==> src/rtl/fifo_mux_out_4b_if.sv <==
// Bus between the 4:1 mux output stage, the output FIFO and its consumer.
//   master : producer/consumer side; drives data_in, valid_in, pop and observes
//            read data, status flags, occupancy and the sticky error.
//   slave  : FIFO side; the mirror image of master.
// count is log2(DEPTH)+1 bits wide so it can represent 0..DEPTH inclusive.
interface fifo_mux_out_4b_if #(
  parameter int unsigned DATA_W = 4,
  parameter int unsigned DEPTH  = 8
);
  localparam int unsigned CNT_W = $clog2(DEPTH) + 1;

  logic [DATA_W-1:0] data_in;
  logic              valid_in;
  logic              pop;
  logic [DATA_W-1:0] data_out;
  logic              valid_out;
  logic              full;
  logic              empty;
  logic              almost_full;
  logic              almost_empty;
  logic [CNT_W-1:0]  count;
  logic              error;

  modport master (
    output data_in, valid_in, pop,
    input  data_out, valid_out, full, empty, almost_full, almost_empty, count, error
  );

  modport slave (
    input  data_in, valid_in, pop,
    output data_out, valid_out, full, empty, almost_full, almost_empty, count, error
  );
endinterface

==> src/rtl/fifo_mux_out_4b.sv <==
// Synchronous FIFO buffering the valid words of the 4:1 4-bit mux.
//   clk    : rising-edge clock.
//   reset  : asynchronous, active-high; clears pointers, count, read data,
//            valid_out and error (storage contents are left as-is).
//   bus    : fifo_mux_out_4b_if slave modport
//            data_in/valid_in : push side (mux data_out / valid_data_out).
//            pop              : consumer read request.
//            data_out         : registered read data, holds when no pop.
//            valid_out        : one-cycle strobe for a freshly popped word.
//            full/empty/almost_full/almost_empty : decodes of count.
//            count            : occupancy 0..DEPTH.
//            error            : sticky overflow/underflow flag.
// DEPTH must be a power of two (>= 4) so the pointers wrap by overflow.
module fifo_mux_out_4b #(
  parameter int unsigned DATA_W    = 4,
  parameter int unsigned DEPTH     = 8,
  parameter int unsigned AF_THRESH = 6,
  parameter int unsigned AE_THRESH = 2
) (
  input  logic                  clk,
  input  logic                  reset,
  fifo_mux_out_4b_if.slave      bus
);

  localparam int unsigned PTR_W = $clog2(DEPTH);
  localparam int unsigned CNT_W = PTR_W + 1;

  localparam logic [CNT_W-1:0] FULL_LVL = CNT_W'(DEPTH);
  localparam logic [CNT_W-1:0] AF_LVL   = CNT_W'(AF_THRESH);
  localparam logic [CNT_W-1:0] AE_LVL   = CNT_W'(AE_THRESH);

  logic [DATA_W-1:0] mem_q [DEPTH];

  logic [PTR_W-1:0]  wr_ptr_q, wr_ptr_d;
  logic [PTR_W-1:0]  rd_ptr_q, rd_ptr_d;
  logic [CNT_W-1:0]  count_q, count_d;
  logic [DATA_W-1:0] data_out_q, data_out_d;
  logic              valid_out_q, valid_out_d;
  logic              error_q, error_d;

  logic              full;
  logic              empty;
  logic              pop_ok;
  logic              push_ok;
  logic              overflow;
  logic              underflow;

  // Flags decode the count register directly, so they only move after a clock edge.
  assign full  = (count_q == FULL_LVL);
  assign empty = (count_q == '0);

  // A pop frees a slot on the same edge, which lets a push into a full FIFO through.
  assign pop_ok    = bus.pop && !empty;
  assign push_ok   = bus.valid_in && (!full || pop_ok);
  assign overflow  = bus.valid_in && !push_ok;
  assign underflow = bus.pop && empty;

  always_comb begin
    wr_ptr_d    = wr_ptr_q;
    rd_ptr_d    = rd_ptr_q;
    count_d     = count_q;
    data_out_d  = data_out_q;
    valid_out_d = 1'b0;
    error_d     = error_q | overflow | underflow;

    if (push_ok) begin
      wr_ptr_d = wr_ptr_q + 1'b1;
    end

    if (pop_ok) begin
      rd_ptr_d    = rd_ptr_q + 1'b1;
      data_out_d  = mem_q[rd_ptr_q];
      valid_out_d = 1'b1;
    end

    unique case ({push_ok, pop_ok})
      2'b10:   count_d = count_q + 1'b1;
      2'b01:   count_d = count_q - 1'b1;
      default: count_d = count_q;
    endcase
  end

  always_ff @(posedge clk or posedge reset) begin
    if (reset) begin
      wr_ptr_q    <= '0;
      rd_ptr_q    <= '0;
      count_q     <= '0;
      data_out_q  <= '0;
      valid_out_q <= 1'b0;
      error_q     <= 1'b0;
    end else begin
      wr_ptr_q    <= wr_ptr_d;
      rd_ptr_q    <= rd_ptr_d;
      count_q     <= count_d;
      data_out_q  <= data_out_d;
      valid_out_q <= valid_out_d;
      error_q     <= error_d;
    end
  end

  // Storage is not reset; entries are only read after being written.
  always_ff @(posedge clk) begin
    if (push_ok) begin
      mem_q[wr_ptr_q] <= bus.data_in;
    end
  end

  assign bus.data_out     = data_out_q;
  assign bus.valid_out    = valid_out_q;
  assign bus.full         = full;
  assign bus.empty        = empty;
  assign bus.almost_full  = (count_q >= AF_LVL);
  assign bus.almost_empty = (count_q <= AE_LVL);
  assign bus.count        = count_q;
  assign bus.error        = error_q;

endmodule
==> src/flat_wrapper.sv <==
// flat-port wrapper written by rule: the top's interface ports become plain ports
module fifo_mux_out_4b_flat 
#(
  parameter int unsigned DATA_W    = 4,
  parameter int unsigned DEPTH     = 8,
  parameter int unsigned AF_THRESH = 6,
  parameter int unsigned AE_THRESH = 2
)
  (clk, reset, bus_data_in, bus_valid_in, bus_pop, bus_data_out, bus_valid_out, bus_full, bus_empty, bus_almost_full, bus_almost_empty, bus_count, bus_error);
  fifo_mux_out_4b_if #(.DATA_W(DATA_W), .DEPTH(DEPTH)) bus_i ();
  input  logic clk;
  input  logic reset;
  input wire logic [$bits(bus_i.data_in)-1:0] bus_data_in;
  input wire logic [$bits(bus_i.valid_in)-1:0] bus_valid_in;
  input wire logic [$bits(bus_i.pop)-1:0] bus_pop;
  output wire logic [$bits(bus_i.data_out)-1:0] bus_data_out;
  output wire logic [$bits(bus_i.valid_out)-1:0] bus_valid_out;
  output wire logic [$bits(bus_i.full)-1:0] bus_full;
  output wire logic [$bits(bus_i.empty)-1:0] bus_empty;
  output wire logic [$bits(bus_i.almost_full)-1:0] bus_almost_full;
  output wire logic [$bits(bus_i.almost_empty)-1:0] bus_almost_empty;
  output wire logic [$bits(bus_i.count)-1:0] bus_count;
  output wire logic [$bits(bus_i.error)-1:0] bus_error;
  assign bus_i.data_in = bus_data_in;
  assign bus_i.valid_in = bus_valid_in;
  assign bus_i.pop = bus_pop;
  assign bus_data_out = bus_i.data_out;
  assign bus_valid_out = bus_i.valid_out;
  assign bus_full = bus_i.full;
  assign bus_empty = bus_i.empty;
  assign bus_almost_full = bus_i.almost_full;
  assign bus_almost_empty = bus_i.almost_empty;
  assign bus_count = bus_i.count;
  assign bus_error = bus_i.error;
  fifo_mux_out_4b #(.DATA_W(DATA_W), .DEPTH(DEPTH), .AF_THRESH(AF_THRESH), .AE_THRESH(AE_THRESH)) u_core (.clk(clk), .reset(reset), .bus(bus_i));
endmodule
==> config.mk <==
export PLATFORM = sky130hd
export DESIGN_NAME = fifo_mux_out_4b_flat
export DESIGN_NICKNAME = d
export VERILOG_FILES = /design/src/rtl/fifo_mux_out_4b_if.sv /design/src/rtl/fifo_mux_out_4b.sv /design/src/flat_wrapper.sv
export SDC_FILE = /design/constraint.sdc
export NUM_CORES = 1
export LEC_CHECK = 0
export CAP_MARGIN = 40
export CORE_ASPECT_RATIO = 0.7
export CORE_UTILIZATION = 53
export DETAILED_ROUTE_END_ITERATION = 8
export PLACE_DENSITY_LB_ADDON = 0.25
export SLEW_MARGIN = 10
export SYNTH_ARGS = -nofsm -noshare
export SYNTH_HDL_FRONTEND = slang
export SYNTH_SLANG_ARGS = --single-unit
==> constraint.sdc <==
create_clock -name clk -period 3.2 [get_ports clk]
set_input_delay 0.64 -clock clk [delete_from_list [all_inputs] [get_ports clk]]
set_output_delay 0.64 -clock clk [all_outputs]
set_load 0.05 [all_outputs]
==> results of run 1 <==
## cells in the final DEF, fill, tap and decap left out
| cell | netlist | routed |
|---|---|---|
| a31oi_1 | 1 | 1 |
| or3_1 | 2 | 2 |
| a21boi_2 | 1 | 1 |
| bufinv_16 | 0 | 1 |
| a21oi_1 | 3 | 3 |
| nand2b_1 | 3 | 3 |
| mux2i_1 | 16 | 16 |
| clkinvlp_4 | 0 | 1 |
| clkdlybuf4s50_1 | 0 | 21 |
| ha_1 | 5 | 5 |
| inv_1 | 3 | 3 |
| mux2_2 | 1 | 1 |
| xor2_1 | 4 | 4 |
| nor2_1 | 8 | 8 |
| inv_6 | 0 | 1 |
| a211oi_1 | 1 | 1 |
| buf_16 | 0 | 1 |
| nor2b_1 | 5 | 5 |
| and2_1 | 1 | 1 |
| o32ai_1 | 1 | 1 |
| xnor2_1 | 4 | 4 |
| clkbuf_8 | 0 | 5 |
| o21ai_2 | 5 | 5 |
| o21bai_1 | 1 | 1 |
| a21o_1 | 1 | 1 |
| nor3_1 | 3 | 3 |
| buf_4 | 0 | 1 |
| nand2_1 | 16 | 16 |
| mux4_2 | 4 | 4 |
| edfxtp_1 | 32 | 32 |
| dfrtp_1 | 16 | 16 |
## worst max-delay path: cells and delay by family, from the launching register on
| kind | cells | cell delay (ns) |
|---|---|---|
| adders and majority gates | 1 | 0.41 |
| xor gates and xnor gates | 1 | 0.18 |
| DFF | 1 | 0.48 |
| AOI/OAI and AO/OA | 2 | 0.67 |
| buffers and inverters | 1 | 0.24 |
| and+or+nand+nor | 2 | 0.86 |
## final cells by class
class	instances	share of cell area, %
multi-input combinational	86	27.3
sequential	48	55.1
clock buffer	5	2.78
tap	50	2.53
clock inverter	3	1.87
timing repair buffer	23	9.92
inverter	3	0.456
## stage by stage
step | hold WS [ns] | setup WS (ns) | power, µW | instance area, µm²
6_report | 0.485 | 0.273 | 2490 | 2470
5_1_grt | 0.509 | 0.0618 | 2620 | 2470
4_1_cts | 0.494 | 0.285 | 2510 | 2470
3_5_place_dp | 0.473 | 0.291 | 2070 | 2360
3_3_place_gp | 0.467 | 0.406 | 2000 | 2330
2_1_floorplan | 0.487 | 0.551 | 1770 | 2110
## state kept, by name, summed over array words and instances, names as in the netlist
signal / count
u_core.mem_q: 32
u_core.bus.valid_out: 1
u_core.bus.count: 4
u_core.bus.data_out: 4
u_core.rd_ptr_q: 3
u_core.wr_ptr_q: 3
u_core.bus.error: 1
## power by group
group,leakage [µW],switching [µW],internal (µW)
Combinational,0.000414,622,456
Sequential,0.000479,155,816
Clock,0.0000548,204,235
Total,0.000948,981,1510
## logic make-up after synthesis
family | Yosys count | share of synthesized area, %
xor gates and xnor gates | 8 | 3.33
DFF | 48 | 64.6
AOI/OAI and AO/OA | 14 | 5.11
and+or+nand+nor | 38 | 8.25
muxes | 21 | 12.4
buffers and inverters | 10 | 3.33
adders and majority gates | 5 | 2.97
## how the worst max path moves through the flow
stage                                    from                   to  cells past startpoint  slack (ns)
final                     u_core.bus.count[0]  u_core.bus.count[3]                      7        0.27
after global routing      u_core.bus.count[0]  u_core.bus.count[3]                      7        0.06
after CTS                 u_core.bus.count[0]  u_core.bus.count[3]                      7        0.28
after detailed placement  u_core.bus.count[0]  u_core.bus.count[3]                      7        0.29
after global placement                bus_pop  u_core.bus.count[3]                      8        0.41
after floorplan           u_core.bus.count[1]     bus_almost_empty                      2        0.55
## layer usage
metal / vias to the layer above / GRT usage, %
li1: 564 / -
met1: 579 / 25.5
met2: 24 / 30.1
met3: 4 / 5.50
met4: 0 / 8.49
met5: - / 0
==> flow_metrics.tcl, run 1 <==
set metrics [dict create \
    first_iter_violations 74 \
    synth_area_leaders "edfxtp_1 46%, dfrtp_1 19%, mux2i_1 7.6%" \
    netlist.top_cell.by_area "edfxtp_1" \
    p_leak_uw 0.000948 \
    m1WireLength_um 1730 \
    yosys_most_used_dff "edfxtp_1" \
    antenna_cells 0 \
    fillCellCount 266 \
    ir_drop_v 0.000693 \
    grt_max_degree 17 \
    worstHoldEndpoint "u_core.bus.data_out[3]" \
    slowest_delay_ns 0.48 \
    synthArstFlopShare_pct 33.3 \
    critPathMaxFanout 11 \
    drive_gt1_share_pct 12.5 \
    chipHeight_um 54.8 \
    crit_arrival_ns 3.16 \
    rsz0062_at_grt "false" \
    wl_per_cell_um 16.4 \
    start_util_pct 57.4 \
    netlist_top_cells_count "32 x edfxtp_1, 16 x dfrtp_1, 16 x mux2i_1, 16 x nand2_1, 8 x nor2_1" \
    wl_met2_um 1640 \
    worst_slew_pin_slew_ns 0.677 \
    syn-num-nets 157 \
    ys_warn_count 0 \
    path_clk_slew_ns 0.09 \
    cp_cell_sequence "or3_1 > o21ai_2 > inv_1 > ha_1 > or3_1 > o32ai_1 > xor2_1" \
    dp_hpwl_um 2760 \
    netlist_area_um2 2110 \
    netlist_instances 144 \
    clk_path_buf_depth 2 \
    cts-root-buf "clkbuf_8" \
    synth_area_per_cell_um2 14.6 \
    tritoncts "yes" \
    ant_nets 0 \
    worst_clock_skew_ns 0.00665 \
    max_freq_mhz 342 \
    r2r_start "u_core.bus.count[0]" \
    top_layer "met4" \
    fin_cells 218 \
    crit_type "reg2reg" \
    worstHoldPathCells 2 \
    hp-start "u_core.bus.data_out[3]" \
    finalHoldViolations 0 \
    hold_buffers 0 \
    required_ns 3.43 \
    ys_types 28 \
    dieWidth_um 77.4 \
    min_period_over_period_pct 91.5 \
    core_area_um2 3670 \
    dp.cells 210 \
    cts_setup_buffers 0 \
    ys_seq_elements 48 \
    hold_class "reg2reg" \
    antenna_found_initial 0 \
    finalSetupViolations 0 \
    ys_seq_area_share_pct 64.6 \
    dieArea_um2 4240 \
    crit_path_start_kind "flip-flop" \
    grt_first_pass_wirelength_um 5530 \
    wl_met3_um 154 \
    io_buffers 21 \
    r2r_end "u_core.bus.count[3]" \
    grt_pass1_vias 1083 \
    insertion_delay_ns 0.30 \
    gp_congestion 0.886 \
    maxSlewHeadroom_pct 54.5 \
    drtPass1Iterations 4 \
    synth_top_area_share_pct 45.6 \
    routed_wl_um 3580 \
    synth_most_common_cell "edfxtp_1" \
    dr_total_vias 1171 \
    power_density_nw_per_um2 1010 \
    drc 0 \
    grtUsageTotal_pct 19.2 \
    layout.nets 180 \
    regArea_um2 1360 \
    final_core_util_pct 67.3 \
    multi_input_area_um2 676 \
    reg2reg_depth 7 \
    rrSetupSlack_ns 0.27 \
    rows 18 \
    max_cap_viol_count 0 \
    grt_overflow 0 \
    io_pins 22 \
    finalMaxSlewViolations 0 \
    clock-sinks 48 \
    area_delta_synth_final_pct 17.3 \
    crit_slowest_cell "dfrtp_1" \
    period_needed_ns 2.93 \
    post_cts_resized 0 \
    outcome "completed" \
    synth_edf_count 32 \
    cts_buffers 5 \
    vias_per_cell 5.37 \
    worst_path_most_repeated_cell "or3_1" \
    cts.htree.levels 2 \
    end_kind "flip-flop" \
    setup_tns_ns 0 \
]
Power figures use the tool's default switching activity.
==> run 2: changes to the inputs <==
- ABC_CLOCK_PERIOD_IN_PS: not set -> 3200
- DONT_BUFFER_PORTS: not set -> 1
- GPL_ROUTABILITY_DRIVEN: not set -> 0
==> run 2 against run 1 <==
  * First-iteration DRC count fell by 5.4%
  * Sequential share of layout area up 4.1 points
  * Sequential power grew 8%
  * Design area shrank 6.9%
  * Worst hold slack worse by 0.18 ns
  * Largest power group is now sequential cells
==> flow_metrics.tcl, run 2 (same netlist as run 1, synthesis figures left out) <==
set metrics [dict create \
    hold_slack_ns 0.303 \
    required_ns 3.40 \
    min_period_over_period_pct 79.4 \
    path_clk_slew_ns 0.09 \
    total_power_uw 2370 \
    drive_gt1_share_pct 17.8 \
    cts.htree.levels 2 \
    rows 18 \
    io_buffers 0 \
    layout.nets 164 \
    ant_nets 0 \
    clock-sinks 48 \
    crit_slowest_cell "or3_1" \
    wl_met2_um 1630 \
    insertion_delay_ns 0.29 \
    grt_pass1_vias 1068 \
    largest_reg_flops 32 \
    dieArea_um2 4240 \
    dr_total_vias 1099 \
    clk_path_buf_depth 2 \
    period_needed_ns 2.54 \
    setup_tns_ns 0 \
    antenna_found_initial 0 \
    top_layer "met4" \
    routed_wl_um 3610 \
    crit_arrival_ns 2.75 \
    worst_clock_skew_ns 0.00522 \
    hold_buffers 0 \
    max_freq_mhz 393 \
    outcome "completed" \
    power_density_nw_per_um2 1030 \
    largest-register "u_core.mem_q" \
    area_delta_synth_final_pct 9.15 \
    worst_path_most_repeated_cell "or3_1" \
    wl_per_cell_um 17.9 \
    drtPass1Iterations 4 \
    maxSlewHeadroom_pct 40.9 \
    dieWidth_um 77.4 \
    rsz0062_at_grt "false" \
    mostFrequentLayoutCell "edfxtp_1" \
    finalMaxSlewViolations 0 \
    worst_slew_pin_slew_ns 0.884 \
    cts-root-buf "clkbuf_8" \
    post_cts_resized 0 \
    vias_per_cell 5.44 \
    end_kind "flip-flop" \
    grt_first_pass_wirelength_um 5750 \
    p_leak_uw 0.000892 \
    ir_drop_v 0.000657 \
    grt_overflow 0 \
    grt_max_degree 17 \
    crit_path_start_kind "flip-flop" \
    m1WireLength_um 1820 \
    cts_setup_buffers 0 \
    finalHoldViolations 0 \
    hold_class "in2async" \
    path_buf_inv 2 \
    cp_cell_sequence "or3_1 > o21ai_2 > buf_4 > inv_1 > ha_1 > or3_1 > o32ai_1 > xor2_1" \
    final_cell_mix "32 x edfxtp_1, 16 x nand2_1, 16 x mux2i_1, 16 x dfrtp_1, 8 x nor2_1" \
    first_iter_violations 70 \
    antenna_cells 0 \
    io_pins 22 \
    start_util_pct 57.4 \
    dp_hpwl_um 2610 \
    cts_buffers 5 \
    finalSetupViolations 0 \
    core_area_um2 3670 \
    critPathMaxFanout 11 \
    crit_type "reg2reg" \
    tritoncts "yes" \
    max_cap_viol_count 0 \
    chipHeight_um 54.8 \
    wl_met3_um 105 \
    slowest_delay_ns 0.43 \
    drc 0 \
    grtUsageTotal_pct 19.8 \
    path_delay_family "simple AND/OR/NAND/NOR gates" \
]
==> run 2: cell types whose count changed in the layout (fill, tap and decap cells not counted) <==
| cell | delta |
|---|---|
| clkdlybuf4s50_1 | -21 |
| a211oi_1 | -1 |
| a211oi_2 | +1 |
| buf_4 | +5 |
| inv_6 | -1 |
| clkinv_2 | +1 |
==> run 2: path summary, 6_finish.rpt <==
| path | cells past startpoint | from | slack, ns | end |
|---|---|---|---|---|
| setup / recovery | 8 | u_core.bus.count[0] | 0.66 | u_core.bus.count[3] |
| hold / removal | 1 | reset | 0.30 | u_core.bus.data_out[2] |
| setup reg to reg | 8 | u_core.bus.count[0] | 0.66 | u_core.bus.count[3] |
| hold reg to reg | 2 | u_core.wr_ptr_q[0] | 0.55 | u_core.wr_ptr_q[0] |
| max in group asynchronous | 1 | reset | 2.49 | u_core.rd_ptr_q[2] |
| min in group clk | 0 | bus_data_in[3] | 0.43 | u_core.mem_q[6][3] |
==> run 2: area by class of cell <==
cell class	count	area, µm²
Fill cell	267	1370
Sequential cell	48	1360
Multi-Input combinational cell	86	681
Timing Repair Buffer	7	72.6
Clock buffer	5	68.8
Tap cell	50	62.6
Clock inverter	3	42.5
Inverter	3	11.3
==> run 2: worst reg2reg max path, cell delays in order (launching register included) <==
cell     delay (ns)
dfrtp_1        0.38
or3_1          0.43
o21ai_2        0.13
buf_4          0.20
inv_1          0.13
ha_1           0.37
or3_1          0.39
o32ai_1        0.20
xor2_1         0.24
==> run 2: per-layer routing <==
metal	up-vias	global-route usage, %
li1	528	-
met1	549	27.5
met2	15	30.8
met3	7	4.83
met4	0	7.86
met5	-	0
==> run 2: where the power goes <==
part | switching, µW | leakage [µW] | total (µW) | internal (µW)
Combinational | 534 | 0.000359 | 886 | 352
Clock | 194 | 0.0000541 | 425 | 231
Sequential | 241 | 0.000479 | 1050 | 814
Total | 969 | 0.000892 | 2370 | 1400
==> run 2: stage by stage <==
step                      area (µm²)  util [%]  std cells  worst slack, ns
after floorplan                 2110         -        144            0.551
after global placement          2160      58.9        193            0.806
after detailed placement        2190      59.6        194            0.687
after CTS                       2300      62.6        202            0.637
after global routing            2300      62.6        202            0.537
final                           2300      62.6        202            0.658
